$ cat src/rtl/float_to_fix.sv
// IEEE-754 single precision to signed Q(OUT_W-FRAC).FRAC converter.
// Round-half-away-from-zero, saturating, NaN flagged; result 3 edges after acceptance.
module float_to_fix #(
   parameter int OUT_W = 24,
   parameter int FRAC  = 8
) (
   input  logic             clk,
   input  logic             rst_n,
   input  logic             in_valid,
   input  logic [31:0]      in_data,
   output logic             out_valid,
   output logic [OUT_W-1:0] out_data,
   output logic             ovf,
   output logic             nan
);

   // One spare bit above OUT_W so the most-negative magnitude survives to the sign stage.
   localparam int MAG_W = OUT_W + 1;
   localparam logic signed [10:0] BIAS_S    = 11'sd150 - $signed(11'(FRAC));
   localparam logic signed [10:0] OVF_SHIFT = $signed(11'(OUT_W - 23));
   localparam logic [MAG_W-1:0]   POS_MAX   = {2'b00, {(OUT_W-1){1'b1}}};
   localparam logic [MAG_W-1:0]   NEG_MAG   = {2'b01, {(OUT_W-1){1'b0}}};
   localparam logic [OUT_W-1:0]   SAT_POS   = {1'b0, {(OUT_W-1){1'b1}}};
   localparam logic [OUT_W-1:0]   SAT_NEG   = {1'b1, {(OUT_W-1){1'b0}}};

   logic             s1_valid_r, s1_sign_r, s1_zero_r, s1_inf_r, s1_nan_r;
   logic [7:0]       s1_exp_r;
   logic [23:0]      s1_mant_r;

   logic signed [10:0] shift_s, neg_s;
   logic [MAG_W-1:0]   lmag_s, mag_s;
   logic [24:0]        rv_s;
   logic               guard_s, ovf_s;

   logic             s2_valid_r, s2_sign_r, s2_guard_r, s2_ovf_r, s2_nan_r;
   logic [MAG_W-1:0] s2_mag_r;

   logic             s3_valid_r, s3_sign_r, s3_ovf_r, s3_nan_r;
   logic [MAG_W-1:0] s3_mag_r;

   logic             sat_s;
   logic [OUT_W-1:0] data_s;

   // Stage 1: unpack fields and classify the operand.
   always_ff @(posedge clk or negedge rst_n) begin
      if (!rst_n) begin
         s1_valid_r <= 1'b0;
         s1_sign_r  <= 1'b0;
         s1_exp_r   <= 8'd0;
         s1_mant_r  <= 24'd0;
         s1_zero_r  <= 1'b0;
         s1_inf_r   <= 1'b0;
         s1_nan_r   <= 1'b0;
      end else begin
         s1_valid_r <= in_valid;
         s1_sign_r  <= in_data[31];
         s1_exp_r   <= in_data[30:23];
         s1_mant_r  <= {1'b1, in_data[22:0]};
         s1_zero_r  <= (in_data[30:23] == 8'd0);
         s1_inf_r   <= (in_data[30:23] == 8'hFF) && (in_data[22:0] == 23'd0);
         s1_nan_r   <= (in_data[30:23] == 8'hFF) && (in_data[22:0] != 23'd0);
      end
   end

   assign shift_s = $signed({3'b000, s1_exp_r}) - BIAS_S;
   assign neg_s   = -shift_s;
   assign lmag_s  = {{(MAG_W-24){1'b0}}, s1_mant_r} << shift_s[7:0];
   assign rv_s    = {s1_mant_r, 1'b0} >> neg_s[7:0];

   // Stage 2 alignment: the hidden bit lands at 23+shift, so overflow is a pure shift compare.
   always_comb begin
      mag_s   = '0;
      guard_s = 1'b0;
      ovf_s   = 1'b0;
      if (s1_zero_r || s1_nan_r) begin
         mag_s = '0;
      end else if (s1_inf_r) begin
         ovf_s = 1'b1;
      end else if (!shift_s[10]) begin
         if (shift_s >= OVF_SHIFT) begin
            ovf_s = 1'b1;
         end else begin
            mag_s = lmag_s;
         end
      end else if (neg_s >= 11'sd25) begin
         mag_s = '0;
      end else begin
         mag_s   = {{(MAG_W-24){1'b0}}, rv_s[24:1]};
         guard_s = rv_s[0];
      end
   end

   // Stage 2 registers.
   always_ff @(posedge clk or negedge rst_n) begin
      if (!rst_n) begin
         s2_valid_r <= 1'b0;
         s2_sign_r  <= 1'b0;
         s2_mag_r   <= '0;
         s2_guard_r <= 1'b0;
         s2_ovf_r   <= 1'b0;
         s2_nan_r   <= 1'b0;
      end else begin
         s2_valid_r <= s1_valid_r;
         s2_sign_r  <= s1_sign_r;
         s2_mag_r   <= mag_s;
         s2_guard_r <= guard_s;
         s2_ovf_r   <= ovf_s;
         s2_nan_r   <= s1_nan_r;
      end
   end

   // Stage 3: round the magnitude; cannot wrap since an unflagged magnitude is below 2^OUT_W.
   always_ff @(posedge clk or negedge rst_n) begin
      if (!rst_n) begin
         s3_valid_r <= 1'b0;
         s3_sign_r  <= 1'b0;
         s3_mag_r   <= '0;
         s3_ovf_r   <= 1'b0;
         s3_nan_r   <= 1'b0;
      end else begin
         s3_valid_r <= s2_valid_r;
         s3_sign_r  <= s2_sign_r;
         s3_mag_r   <= s2_mag_r + {{(MAG_W-1){1'b0}}, s2_guard_r};
         s3_ovf_r   <= s2_ovf_r;
         s3_nan_r   <= s2_nan_r;
      end
   end

   // Saturate per sign, then negate; a negative magnitude of exactly 2^(OUT_W-1) is representable.
   always_comb begin
      sat_s  = 1'b0;
      data_s = '0;
      if (s3_nan_r) begin
         sat_s  = 1'b0;
         data_s = '0;
      end else if (s3_ovf_r || (s3_sign_r ? (s3_mag_r > NEG_MAG) : (s3_mag_r > POS_MAX))) begin
         sat_s  = 1'b1;
         data_s = s3_sign_r ? SAT_NEG : SAT_POS;
      end else if (s3_sign_r) begin
         data_s = -s3_mag_r[OUT_W-1:0];
      end else begin
         data_s = s3_mag_r[OUT_W-1:0];
      end
   end

   // Output registers hold their last result while no operand exits.
   always_ff @(posedge clk or negedge rst_n) begin
      if (!rst_n) begin
         out_valid <= 1'b0;
         out_data  <= '0;
         ovf       <= 1'b0;
         nan       <= 1'b0;
      end else begin
         out_valid <= s3_valid_r;
         if (s3_valid_r) begin
            out_data <= data_s;
            ovf      <= sat_s;
            nan      <= s3_nan_r;
         end else begin
            out_data <= out_data;
            ovf      <= ovf;
            nan      <= nan;
         end
      end
   end

endmodule

$ cat config.mk
export PLATFORM = sky130hd
export DESIGN_NAME = float_to_fix
export DESIGN_NICKNAME = d
export VERILOG_FILES = /design/src/rtl/float_to_fix.sv
export SDC_FILE = /design/constraint.sdc
export NUM_CORES = 1
export LEC_CHECK = 0
export CORE_UTILIZATION = 45
export DETAILED_ROUTE_END_ITERATION = 16
export HOLD_SLACK_MARGIN = 0.03
export PLACE_DENSITY = 0.71
export SYNTH_ARGS = -nofsm -noshare
export SYNTH_HDL_FRONTEND = slang
export SYNTH_SLANG_ARGS = --single-unit
$ cat constraint.sdc
create_clock -name clk -period 2.8 [get_ports clk]
set_input_delay 0.56 -clock clk [delete_from_list [all_inputs] [get_ports clk]]
set_output_delay 0.56 -clock clk [all_outputs]
set_load 0.01 [all_outputs]
==> metrics.txt <==
CTS tree yes; Wirelength per Cell 17.7 um; Post-synth EDFFs 0; largest net degree at the start of global routing 64; Detailed Route Iter0 Violations 525; Post-Synthesis Mean Instance Area 9.37 um2; Setup WS pre-CTS 0.0327 ns; layout cells sized above 1 16.8%; drt pass-1 iters 5; top post-synthesis cells by count 123 x dfrtp_1, 74 x nor2_1, 62 x nand2_1; Lkg Pwr 4.12 nW; Final WS setup 0.0964 ns; R2R depth 10; setup TNS 0 ns; worst reg2reg setup slack 0.1 ns; fin crit share 96.6%; Worst-path clk slew 0.06 ns; clock buffer depth 2; worst endpoint data arrival time 3.02 ns; first-pass GRT wire length 34,000 um; Hold Path Class primary input to asynchronous set/reset pin; pwr dens 588 nW/um2; Cell variety after synth 68; CTS Hold Buffers Added 0; Period minus WS final 2.70 ns; CTS root buf clkbuf_16; Routed Antenna Nets 0; final WL 20,400 um; post-DP HPWL 15,400 um; TritonCTS Sinks 123; initial antenna violation count 0; RSZ-0062 raised after global routing true; area delta synth->final 23.5%; total placed instance area 8990 um2; worst vdd ir 0.464 mV; H-tree depth 4; vias in the first global route 6,416; # IOs 62; Post-layout nets 967; GRT Overall Usage 24.5%; n_diodes 0; gr ovfl total 0; mean number of vias per cell 5.84; register area share after synthesis 39.5%; Synth top area share 39.5%; normalized max-slew margin 59.9%; worst endpoint required time 3.12 ns; Clock Skews 0.00805 ns; Initial Util 46.5%; Max Cap Violations 0; DRC 0; final hold vios 0; Crit. End Element flip-flop; Port Buffers 61; area leader, netlist dfrtp_1; die area 17,800 um2; Setup-failing EPs final 0; die height 134 um; Worst-Margin Slew 0.587 ns; status complete, no violations; reg2reg end s2_mag_r[2]; Yosys warnings 0; CP Max Fanout 20; Mapped Area 7780 um2; FF-to-FF Start s1_exp_r[2]; critical path startpoint category flip-flop; global placer's final weighted congestion 0.945; Yosys reg bits 123; row cnt 47; DR vias 6,750; Main synth FF type dfrtp_1; final instance area 9610 um2; CTS Buf Count 17; Setup CP Type flip-flop to flip-flop; Clk Latency, worst-skew pair 0.42 ns; Post-synth ARST share 100%; Die W 134 um; max-slew violation count 0; core region area 16,800 um2; Syn Nets 875; Cells after Synth 831; most frequent cell after synthesis dfrtp_1; Area contributors post-synth dfrtp_1 40%, mux2i_1 5.4%, mux4_2 4.1%, xor2_1 4.1%, mux2_2 3.8%; Fmax 370 MHz
-- worst max-delay path by stage --
stage	cells past startpoint	endpoint	from	slack [ns]
after floorplan	12	s2_mag_r[13]	s1_exp_r[0]	0.005
after CTS	8	s2_mag_r[8]	s1_exp_r[2]	0.005
final	10	s2_mag_r[2]	s1_exp_r[2]	0.1
after detailed placement	8	s2_mag_r[8]	s1_exp_r[2]	0.03
after global routing	10	s2_mag_r[2]	s1_exp_r[2]	-0.07
after global placement	8	s2_mag_r[5]	s1_exp_r[2]	0.11
-- sequential cells by signal (all words and copies together) (netlist names) --
name,count
s2_guard_r,1
s1_exp_r,8
s1_zero_r,1
ovf,1
s2_valid_r,1
s2_mag_r,25
s1_valid_r,1
s3_sign_r,1
s3_valid_r,1
s2_ovf_r,1
s2_sign_r,1
s3_ovf_r,1
nan,1
s1_nan_r,1
s1_mant_r,24
s2_nan_r,1
out_valid,1
s1_sign_r,1
s3_mag_r,25
out_data,24
s3_nan_r,1
s1_inf_r,1
-- report_power, final --
part | total [mW] | switching (mW) | internal [mW] | leakage (nW)
combinational | 1.47 | 0.796 | 0.676 | 2.32
clock | 2.11 | 0.935 | 1.18 | 0.276
sequential | 2.06 | 0.138 | 1.93 | 1.53
total | 5.65 | 1.87 | 3.78 | 4.12
-- what timing repair did --
item | in CTS | in global routing
gates resized for setup | 1 | 7
gates cloned | 0 | 0
hold endpoints to repair | 0 | 0
setup buffers | 0 | 1
endpoints found under the setup margin | 1 | 25
pin swaps | 0 | 2
-- through the flow --
step                      utilization, %  cells  total power [mW]  hold slack (ns)
after detailed placement            53.6   1123              3.53            0.335
final                               57.4   1156              5.65           0.0658
after global routing                57.4   1156              5.93           0.0782
after floorplan                        -    831              2.94            0.264
after CTS                           57.1   1155              5.67           0.0665
after global placement              53.6   1123              3.52            0.333
-- cells by family after synthesis --
| logic type | after synthesis | synth area share, % |
|---|---|---|
| fa+ha+maj | 9 | 1.45 |
| simple gates | 257 | 16.1 |
| xor+xnor | 58 | 6.62 |
| flops | 123 | 39.5 |
| compound gates | 219 | 18.7 |
| mux | 82 | 13.2 |
| buf+inv | 82 | 4.37 |
| other cells | 1 | 0.0482 |
-- cells in the final DEF, fill, tap and decap left out, types with 5 or more instances in the layout --
master             n
buf_4             53
a21o_1            22
dfrtp_1          121
o22ai_1           10
nand2b_1           6
inv_6              5
o41ai_1            5
inv_1             33
a21oi_1           47
and3_1             6
mux4_2            14
ha_1               6
a22oi_1            7
clkbuf_16         17
nand4_1           13
a221oi_1           8
buf_12             7
or3_1              7
a31oi_1            7
nand2_1           62
and2_1            11
xnor2_1           21
nor2_1            74
mux2_2            26
o31ai_1            8
o211ai_1          10
xor2_1            35
nand3_1           19
or4_1              6
clkdlybuf4s50_1   60
o21ai_1           24
mux2i_1           42
nor3_1            18
nor4_1            14
nor2b_1            6
o21ai_0           36
-- per-layer routing --
metal	GRT usage [%]	share of wire, %	vias up
li1	-	-	3223
met1	31.0	42	3198
met2	41.5	50	288
met3	4.07	5.3	41
met4	10.0	2.7	0
met5	0	0	-
-- worst max-delay path, stage by stage, from the launching register on --
cell and delay (ns):
dfrtp_1 0.46, ha_2 0.42, buf_4 0.17, nor2b_1 0.06, a22oi_1 0.25, o2111ai_1 0.21
o21a_1 0.23, nor3_2 0.22, buf_12 0.18, nand4_1 0.09, a221oi_1 0.30
-- layout make-up --
class | instances | area [um2]
clock buffer | 17 | 425
multi-input combinational | 626 | 4410
sequential | 123 | 3080
inverter | 34 | 128
tap | 220 | 275
timing repair buffer | 121 | 1150
fill | 1473 | 7150
clock inverter | 15 | 146
No activity file was read; power rests on OpenSTA's default activity.
